--- src/rtl/mem_stage_if.sv ---
// -----------------------------------------------------------------------------
// mem_stage_if
// Data-memory request/ready bus between the MEM pipeline stage and the data
// memory.
//   mem_req   : bus request, held high for the whole outstanding access
//   mem_we    : 1 = write, 0 = read
//   mem_addr  : word address
//   mem_wdata : store data
//   mem_rdata : read data, valid while mem_ready is high
//   mem_ready : transaction complete
// The master modport is the pipeline side; the slave modport is the memory.
// -----------------------------------------------------------------------------
interface mem_stage_if;
    logic        mem_req;
    logic        mem_we;
    logic [31:0] mem_addr;
    logic [31:0] mem_wdata;
    logic [31:0] mem_rdata;
    logic        mem_ready;

    modport master (
        output mem_req,
        output mem_we,
        output mem_addr,
        output mem_wdata,
        input  mem_rdata,
        input  mem_ready
    );

    modport slave (
        input  mem_req,
        input  mem_we,
        input  mem_addr,
        input  mem_wdata,
        output mem_rdata,
        output mem_ready
    );
endinterface

--- src/rtl/mem_stage.sv ---
// -----------------------------------------------------------------------------
// mem_stage
// MIPS pipeline MEM stage. Consumes the 106-bit EX_MEM bundle, performs the
// load/store on a req/ready data bus, stalls upstream while an access is
// outstanding, drives the MEM-stage forwarding signals and registers the
// 38-bit MEM_WB bundle.
//
// Ports
//   clk, rst_n         : clock (rising edge), asynchronous active-low reset
//   EX_MEM[105:0]      : {PC+4, MemtoReg, RegWrite, MemWrite, MemRead,
//                         write reg, ALU result/address, store data}
//   mem_bus            : data-memory bus (master side)
//   mem_stall          : upstream must hold EX_MEM and earlier stages
//   MEM_RegWrite / MEM_WriteRegister / MEM_RegWriteData : forwarding
//   MEM_WB[37:0]       : {RegWrite, write reg, write data}
//   mem_misalign       : one-cycle pulse, registered alongside MEM_WB
//   mem_bus_err        : one-cycle pulse, registered alongside MEM_WB
//
// Parameter
//   TIMEOUT (1..255)   : max BUSY cycles waiting for mem_ready before abort
// -----------------------------------------------------------------------------
module mem_stage #(
    parameter int unsigned TIMEOUT = 255
) (
    input  logic           clk,
    input  logic           rst_n,
    input  logic [105:0]   EX_MEM,
    mem_stage_if.master    mem_bus,
    output logic           mem_stall,
    output logic           MEM_RegWrite,
    output logic [4:0]     MEM_WriteRegister,
    output logic [31:0]    MEM_RegWriteData,
    output logic [37:0]    MEM_WB,
    output logic           mem_misalign,
    output logic           mem_bus_err
);

    typedef enum logic [1:0] {
        IDLE = 2'd0,
        BUSY = 2'd1,
        DONE = 2'd2
    } state_t;

    // Last counter value allowed in BUSY before the access is aborted.
    localparam logic [7:0] TMO_LAST = 8'(TIMEOUT - 1);

    // EX_MEM field decode
    logic [31:0] ex_wdata_s;
    logic [31:0] ex_alu_s;
    logic [4:0]  ex_reg_s;
    logic        ex_mem_read_s;
    logic        ex_mem_write_s;
    logic        ex_reg_write_s;
    logic [1:0]  ex_memtoreg_s;
    logic [31:0] ex_pc4_s;
    logic        access_s;
    logic        aligned_s;
    logic [31:0] normal_data_s;

    assign ex_wdata_s     = EX_MEM[31:0];
    assign ex_alu_s       = EX_MEM[63:32];
    assign ex_reg_s       = EX_MEM[68:64];
    assign ex_mem_read_s  = EX_MEM[69];
    assign ex_mem_write_s = EX_MEM[70];
    assign ex_reg_write_s = EX_MEM[71];
    assign ex_memtoreg_s  = EX_MEM[73:72];
    assign ex_pc4_s       = EX_MEM[105:74];

    assign access_s      = ex_mem_read_s | ex_mem_write_s;
    assign aligned_s     = (ex_alu_s[1:0] == 2'b00);
    // Link (MemtoReg=10) writes PC+4; every other non-load encoding writes the ALU result.
    assign normal_data_s = (ex_memtoreg_s == 2'b10) ? ex_pc4_s : ex_alu_s;

    // Forwarding is purely combinational from EX_MEM in every state.
    assign MEM_RegWrite      = ex_reg_write_s;
    assign MEM_WriteRegister = ex_reg_s;
    assign MEM_RegWriteData  = normal_data_s;

    // Registered state
    state_t      state_q,    state_d;
    logic        req_q,      req_d;
    logic        we_q,       we_d;
    logic [7:0]  cnt_q,      cnt_d;
    logic [31:0] rdata_q,    rdata_d;
    logic        err_q,      err_d;
    logic [37:0] wb_q,       wb_d;
    logic        misalign_q, misalign_d;
    logic        bus_err_q,  bus_err_d;

    // Address and data come straight from EX_MEM, which upstream holds while stalled.
    assign mem_bus.mem_req   = req_q;
    assign mem_bus.mem_we    = we_q;
    assign mem_bus.mem_addr  = ex_alu_s;
    assign mem_bus.mem_wdata = ex_wdata_s;

    assign MEM_WB       = wb_q;
    assign mem_misalign = misalign_q;
    assign mem_bus_err  = bus_err_q;

    // State and output registers, cleared asynchronously so a reset mid-access drops mem_req at once.
    always_ff @(posedge clk or negedge rst_n) begin
        if (!rst_n) begin
            state_q    <= IDLE;
            req_q      <= 1'b0;
            we_q       <= 1'b0;
            cnt_q      <= 8'd0;
            rdata_q    <= 32'd0;
            err_q      <= 1'b0;
            wb_q       <= 38'd0;
            misalign_q <= 1'b0;
            bus_err_q  <= 1'b0;
        end else begin
            state_q    <= state_d;
            req_q      <= req_d;
            we_q       <= we_d;
            cnt_q      <= cnt_d;
            rdata_q    <= rdata_d;
            err_q      <= err_d;
            wb_q       <= wb_d;
            misalign_q <= misalign_d;
            bus_err_q  <= bus_err_d;
        end
    end

    // Next-state, stall and MEM_WB selection for the IDLE/BUSY/DONE access sequence.
    always_comb begin
        state_d    = state_q;
        req_d      = req_q;
        we_d       = we_q;
        cnt_d      = cnt_q;
        rdata_d    = rdata_q;
        err_d      = err_q;
        wb_d       = 38'd0;
        misalign_d = 1'b0;
        bus_err_d  = 1'b0;
        mem_stall  = 1'b0;

        case (state_q)
            IDLE: begin
                if (access_s) begin
                    if (aligned_s) begin
                        // Launch the access; MEM_WB gets a bubble until DONE.
                        mem_stall = 1'b1;
                        state_d   = BUSY;
                        req_d     = 1'b1;
                        // Read+write together is treated as a write.
                        we_d      = ex_mem_write_s;
                        cnt_d     = 8'd0;
                        wb_d      = 38'd0;
                    end else begin
                        // Misaligned: suppress the access and the register write.
                        wb_d       = {1'b0, ex_reg_s, 32'd0};
                        misalign_d = 1'b1;
                    end
                end else begin
                    wb_d = {ex_reg_write_s, ex_reg_s, normal_data_s};
                end
            end

            BUSY: begin
                mem_stall = 1'b1;
                wb_d      = 38'd0;
                if (mem_bus.mem_ready) begin
                    // Ready wins even on the final timeout cycle.
                    rdata_d = mem_bus.mem_rdata;
                    cnt_d   = 8'd0;
                    req_d   = 1'b0;
                    we_d    = 1'b0;
                    state_d = DONE;
                end else if (cnt_q == TMO_LAST) begin
                    rdata_d = 32'd0;
                    cnt_d   = 8'd0;
                    req_d   = 1'b0;
                    we_d    = 1'b0;
                    err_d   = 1'b1;
                    state_d = DONE;
                end else begin
                    cnt_d = cnt_q + 8'd1;
                end
            end

            DONE: begin
                // EX_MEM advances on this edge; an aborted access never writes back.
                wb_d      = {ex_reg_write_s & ~err_q, ex_reg_s,
                             (ex_memtoreg_s == 2'b01) ? rdata_q : normal_data_s};
                bus_err_d = err_q;
                err_d     = 1'b0;
                state_d   = IDLE;
            end

            default: begin
                state_d = IDLE;
                req_d   = 1'b0;
                we_d    = 1'b0;
                cnt_d   = 8'd0;
                err_d   = 1'b0;
            end
        endcase
    end

endmodule

--- src/flat_wrapper.sv ---
// flat-port wrapper written by rule: the top's interface ports become plain ports
module mem_stage_flat 
#(
    parameter int unsigned TIMEOUT = 255
)
  (clk, rst_n, EX_MEM, mem_stall, MEM_RegWrite, MEM_WriteRegister, MEM_RegWriteData, MEM_WB, mem_misalign, mem_bus_err, mem_bus_mem_req, mem_bus_mem_we, mem_bus_mem_addr, mem_bus_mem_wdata, mem_bus_mem_rdata, mem_bus_mem_ready);
  mem_stage_if mem_bus_i ();
  input  logic clk;
  input  logic rst_n;
  input  logic [105:0] EX_MEM;
  output logic mem_stall;
  output logic MEM_RegWrite;
  output logic [4:0] MEM_WriteRegister;
  output logic [31:0] MEM_RegWriteData;
  output logic [37:0] MEM_WB;
  output logic mem_misalign;
  output logic mem_bus_err;
  output wire logic [$bits(mem_bus_i.mem_req)-1:0] mem_bus_mem_req;
  output wire logic [$bits(mem_bus_i.mem_we)-1:0] mem_bus_mem_we;
  output wire logic [$bits(mem_bus_i.mem_addr)-1:0] mem_bus_mem_addr;
  output wire logic [$bits(mem_bus_i.mem_wdata)-1:0] mem_bus_mem_wdata;
  input wire logic [$bits(mem_bus_i.mem_rdata)-1:0] mem_bus_mem_rdata;
  input wire logic [$bits(mem_bus_i.mem_ready)-1:0] mem_bus_mem_ready;
  assign mem_bus_mem_req = mem_bus_i.mem_req;
  assign mem_bus_mem_we = mem_bus_i.mem_we;
  assign mem_bus_mem_addr = mem_bus_i.mem_addr;
  assign mem_bus_mem_wdata = mem_bus_i.mem_wdata;
  assign mem_bus_i.mem_rdata = mem_bus_mem_rdata;
  assign mem_bus_i.mem_ready = mem_bus_mem_ready;
  mem_stage #(.TIMEOUT(TIMEOUT)) u_core (.clk(clk), .rst_n(rst_n), .EX_MEM(EX_MEM), .mem_bus(mem_bus_i), .mem_stall(mem_stall), .MEM_RegWrite(MEM_RegWrite), .MEM_WriteRegister(MEM_WriteRegister), .MEM_RegWriteData(MEM_RegWriteData), .MEM_WB(MEM_WB), .mem_misalign(mem_misalign), .mem_bus_err(mem_bus_err));
endmodule
--- config.mk ---
export PLATFORM = sky130hd
export DESIGN_NAME = mem_stage_flat
export DESIGN_NICKNAME = d
export VERILOG_FILES = /design/src/rtl/mem_stage_if.sv /design/src/rtl/mem_stage.sv /design/src/flat_wrapper.sv
export SDC_FILE = /design/constraint.sdc
export NUM_CORES = 1
export LEC_CHECK = 0
export CAP_MARGIN = 25
export CORE_UTILIZATION = 35
export DETAILED_ROUTE_END_ITERATION = 8
export PLACE_DENSITY = 0.8
export SKIP_LAST_GASP = 1
export SLEW_MARGIN = 40
export SYNTH_ARGS = -nofsm -noshare
export SYNTH_HDL_FRONTEND = slang
export SYNTH_SLANG_ARGS = --single-unit
--- constraint.sdc ---
create_clock -name clk -period 5.1 [get_ports clk]
set_input_delay 1.53 -clock clk [delete_from_list [all_inputs] [get_ports clk]]
set_output_delay 1.53 -clock clk [all_outputs]
set_load 0.01 [all_outputs]
* Yosys cells after proc, flatten, opt, wreduce, memory -nomap -nowiden
Index checks and enable logic that the tools add are counted.
Storage, ports and cells: register bits after elaboration 85, input port bits 141, output and inout port bits 145, word-level logic and storage cells 68
Cells by class: $add $sub $neg 1, eq/ne operators 10, multiplexer cells 35, bitwise logic cells 5, reductions and logical operators 8
Operators with widths (number):
- two-way mux 32 bit | 4
- case mux 38 bit (2 select lines) | 1
- two-way mux 38 bit | 1
- two-way mux 37 bit | 1
- two-way mux 8 bit | 4
- case mux 8 bit (3 select lines) | 1
- two-way mux 1 bit | 14
- AND reduction 3 bit | 3
- adder 8 x 1 -> 8 bit, second input constant | 1
- == test 8 bit, second input constant | 1
- two-way mux 2 bit | 4
- != test 2 x 1 -> 1 bit, second input constant | 3
- case mux 1 bit (3 select lines) | 2
- == test 2 x 1 -> 1 bit, second input constant | 2
- == test 2 bit, second input constant | 2
- zero test 2 bit | 2
- case mux 1 bit (2 select lines) | 2
- case mux 2 bit (2 select lines) | 1
- AND reduction 4 bit | 1
- != test 3 x 2 -> 1 bit, second input constant | 1
- inverter 1 bit | 3
- != test 2 bit, second input constant | 1
- AND reduction 2 bit | 1
- nonzero test 2 bit | 1
- other kinds (2) | 2

* Longest topological paths before layout
depth in word-level cells 4, depth in mapped cells 8, gate-level depth less buffers 6

* Worst setup path after synthesis
No wires, ideal clock.
kind input to output, start point input EX_MEM[72], end point output MEM_RegWriteData[16], arrival time 2385 ps, setup slack 1185 ps, stages 4, buffers on the path 2, cell sequence nand2b_1 -> clkbuf_1 -> buf_2 -> mux2_1
Between the ends: cells in the longest elaborated chain, start to end 2
RTL lines:
- from (decl) | line flat_wrapper.sv:10 | input logic [105:0] EX_MEM;
- == test 2 bit | line mem_stage.sv:72 | assign normal_data_s = (ex_memtoreg_s == 2'b10) ? ex_pc4_s : ex_alu_s;
- two-way mux 32 bit | line mem_stage.sv:72
- to (decl) | line flat_wrapper.sv:14 | output logic [31:0] MEM_RegWriteData;
Every way passes these cells.

* Final worst setup path
start point input EX_MEM[72], end point output MEM_RegWriteData[1]
The elaborated chain is that of the path after synthesis.

==> run summary <==
Post-synth ARST share: 100%
TritonCTS clock tree: done
Area share of xor/xnor cells in the synthesized design: 0.213%
Remaining antenna violation count after routing: 0
Final min period: 4.82 ns
Yosys warns: 0
Synth top area cells: dfrtp_1, a22o_1, buf_4, mux2_2, a21oi_1
Vias in the first global route: 3,430
Worst-Skew Late Latency: 0.34 ns
Area of the die: 0.0122 mm²
Hold_buf cts: 0
Port bufs: 221
Largest family of logic cells by synthesized area: compound AO/OA/AOI/OAI gates
Layer with the highest usage: met2
Total grt overflow: 0
I/O pins: 286
Post-synth top area cell: dfrtp_1
Post-synth EDFFs: 0
Iter 0 DRT Violations: 120
Hold_sp: u_core.rdata_q[16]
DP HPWL: 9500 µm
Unique cell type count in the Yosys netlist: 33
Post-synthesis compound-gate area fraction: 17.0%
Layout cells sized above 1: 12.3%
Top cell type's share of synthesized area: 51.7%
F_max: 207 MHz
Antenna diodes: 0
Die X: 110 µm
Area growth, synth to finish: 53.7%
Largest net degree at the start of global routing: 86
Crit-path cells: clkdlybuf4s50_1 > nand2b_2 > buf_4 > mux2_2 > clkdlybuf4s50_1
Setup repair after global routing missed its margin: no
First-pass GRT wire length: 19,600 µm
Clk slew on worst S/H paths: 0.06 ns
Die Y: 110 µm
Worst path required time: 3.57 ns
Syn_nets: 494
Core Rows: 39
Hold crit path type: reg2reg
WL per Instance: 19.5 µm
Hold depth: 1
Global routing usage on met2: 35.9%
Crit-path max cell delay: 0.49 ns
Max-Cap Viols: 0
Met1 GRT Util: 24.4%
Worst path slowest cell: clkdlybuf4s50_1
Status: finished, final reports clean
Met3 Use GR: 5.82%
Avg Vias per Cell: 5.12
Commonest non-fill, non-tap cell in the layout: clkdlybuf4s50_1
Post-Synth Simple-Gate Area: 6.47%
Slew Limit Headroom: 55.7%
Critical R2R Launch: u_core.cnt_q[0]
R2R Path End: u_core.rdata_q[10]
Post-Route Setup TNS: 0 ns
Placed cell area: 0.00598 mm²
Layout Nets: 643
Pleak: 2.74 nW
Design area: 0.00633 mm²
CP Capture Type: primary output
Final wirelength: 12,600 µm
H-Tree Depth: 3
Final setup fails: 0
Cell count after synthesis: 351
Slew Limit Fails: 0
GP Congestion: 0.809
Fin. Hold Viols: 0
Total CTS buffers: 9
Bufs on Longest Clock Path: 2
CTS Root Cell: clkbuf_16
Most frequent cells in the layout: clkdlybuf4s50_1, dfrtp_1, a22o_1
DRT Pass-1 Iters: 5
Predominant post-synthesis flop cell: dfrtp_1
Flop2flop setup slack: 2.80 ns
Fill count: 995
Yosys reg bits: 85
Worst clock skew: 0.00763 ns
Crit Path Max Fanout: 10
Synth Area in Adders: 0.608%
VDD IR-drop max: 0.176 mV
Crit-path most repeated cell: clkdlybuf4s50_1
Startpoint Class: primary input
Initial antenna violation count: 0
# DRC: 0
Core Area: 0.0114 mm²
Initial cell density of the core: 36.1%
Register area share after synthesis: 51.7%
Post-synthesis mux area share: 8.75%
Critical Path AT: 3.29 ns
Slew @ Worst Pin: 0.665 ns
Cells resized by post-CTS repair: 0
Fin crit share: 94.5%
Final Non-Filler Cells: 647
Setup Buffers After CTS: 0
Reg2Reg Depth: 7
Kind of critical path: in2out
Clk sink count: 85
Total instance count after detailed placement: 632
Syn_area_per_cell: 11.7 µm²
Via count: 3,313
Cell Pwr Density: 336 mW/mm²
WHS Endpoint: u_core.MEM_WB[16]
Gr usage total: 20.9%
Mapped cell area: 0.00412 mm²
Post-Route Utilization: 55.4%
area by class of cell:
type	instances	area (µm²)	area share, %
Timing Repair Buffer	229	2290	36.1
Sequential cell	85	2130	33.6
Multi-Input combinational cell	170	1370	21.7
Clock buffer	10	239	3.78
Tap cell	143	179	2.83
Clock inverter	5	108	1.70
Inverter	5	18.8	0.297
where the power goes:
| group | leakage, nW | switching, W | internal [W] |
|---|---|---|---|
| logic | 1.46 | 0.000189 | 0.000300 |
| clock network | 0.169 | 0.000272 | 0.000492 |
| registers | 1.11 | 0.0000776 | 0.000797 |
| total | 2.74 | 0.000539 | 0.00159 |
worst max-delay path by stage:
| stage | start | endpoint | slack, ns | depth (start not counted) |
|---|---|---|---|---|
| 2_1_floorplan | EX_MEM[72] | MEM_RegWriteData[16] | 1.19 | 4 |
| 3_5_place_dp | EX_MEM[72] | MEM_RegWriteData[1] | 0.29 | 5 |
| 6_report | EX_MEM[72] | MEM_RegWriteData[1] | 0.28 | 5 |
| 4_1_cts | EX_MEM[72] | MEM_RegWriteData[1] | 0.28 | 5 |
| 5_1_grt | EX_MEM[72] | MEM_RegWriteData[1] | 0.25 | 5 |
| 3_3_place_gp | EX_MEM[72] | MEM_RegWriteData[1] | 0.30 | 5 |
routing by layer:
layer | vias to the layer above | part of all wire, %
met2 | 182 | 50
met3 | 23 | 7.6
met5 | - | 0
met1 | 1619 | 40
li1 | 1489 | -
met4 | 0 | 2.5
sequential cells by signal, indices dropped and copies added, names as in the netlist:
register / cells
u_core.state_q: 2
u_core.MEM_WB: 38
u_core.err_q: 1
u_core.cnt_q: 8
u_core.mem_bus.mem_req: 1
u_core.mem_bus.mem_we: 1
u_core.mem_bus_err: 1
u_core.rdata_q: 32
u_core.mem_misalign: 1
worst max-delay path: cells and delay by family:
family	cells	cell delay (ns)
buffers and inverters	3	1.19
muxes	1	0.38
and+or+nand+nor	1	0.17
stage by stage:
stage / setup slack [ns] / total power [W] / hold slack (ns)
2_1_floorplan: 1.19 / 0.00112 / 0.466
3_3_place_gp: 0.304 / 0.00136 / 0.483
3_5_place_dp: 0.293 / 0.00138 / 0.485
4_1_cts: 0.281 / 0.00214 / 0.496
5_1_grt: 0.252 / 0.00222 / 0.511
6_report: 0.279 / 0.00213 / 0.498
cell families after synthesis:
group	after synthesis
flip-flops	85
adder cells (fa/ha/maj)	2
AO/OA/AOI/OAI	88
buffers and inverters	96
AND/OR/NAND/NOR	47
XOR/XNOR	1
multiplexers	32
cell usage after synthesis (all sizes together), types with 2 or more instances:
| library cell | count |
|---|---|
| a21oi | 13 |
| a22o | 64 |
| and2 | 6 |
| and3 | 2 |
| buf | 77 |
| clkbuf | 14 |
| dfrtp | 85 |
| ha | 2 |
| inv | 5 |
| mux2 | 32 |
| nand2 | 7 |
| nand2b | 3 |
| nand3 | 3 |
| nor2 | 9 |
| nor3 | 3 |
| nor3b | 2 |
| o21ai | 8 |
| or3 | 4 |
Power figures use the tool's default switching activity.
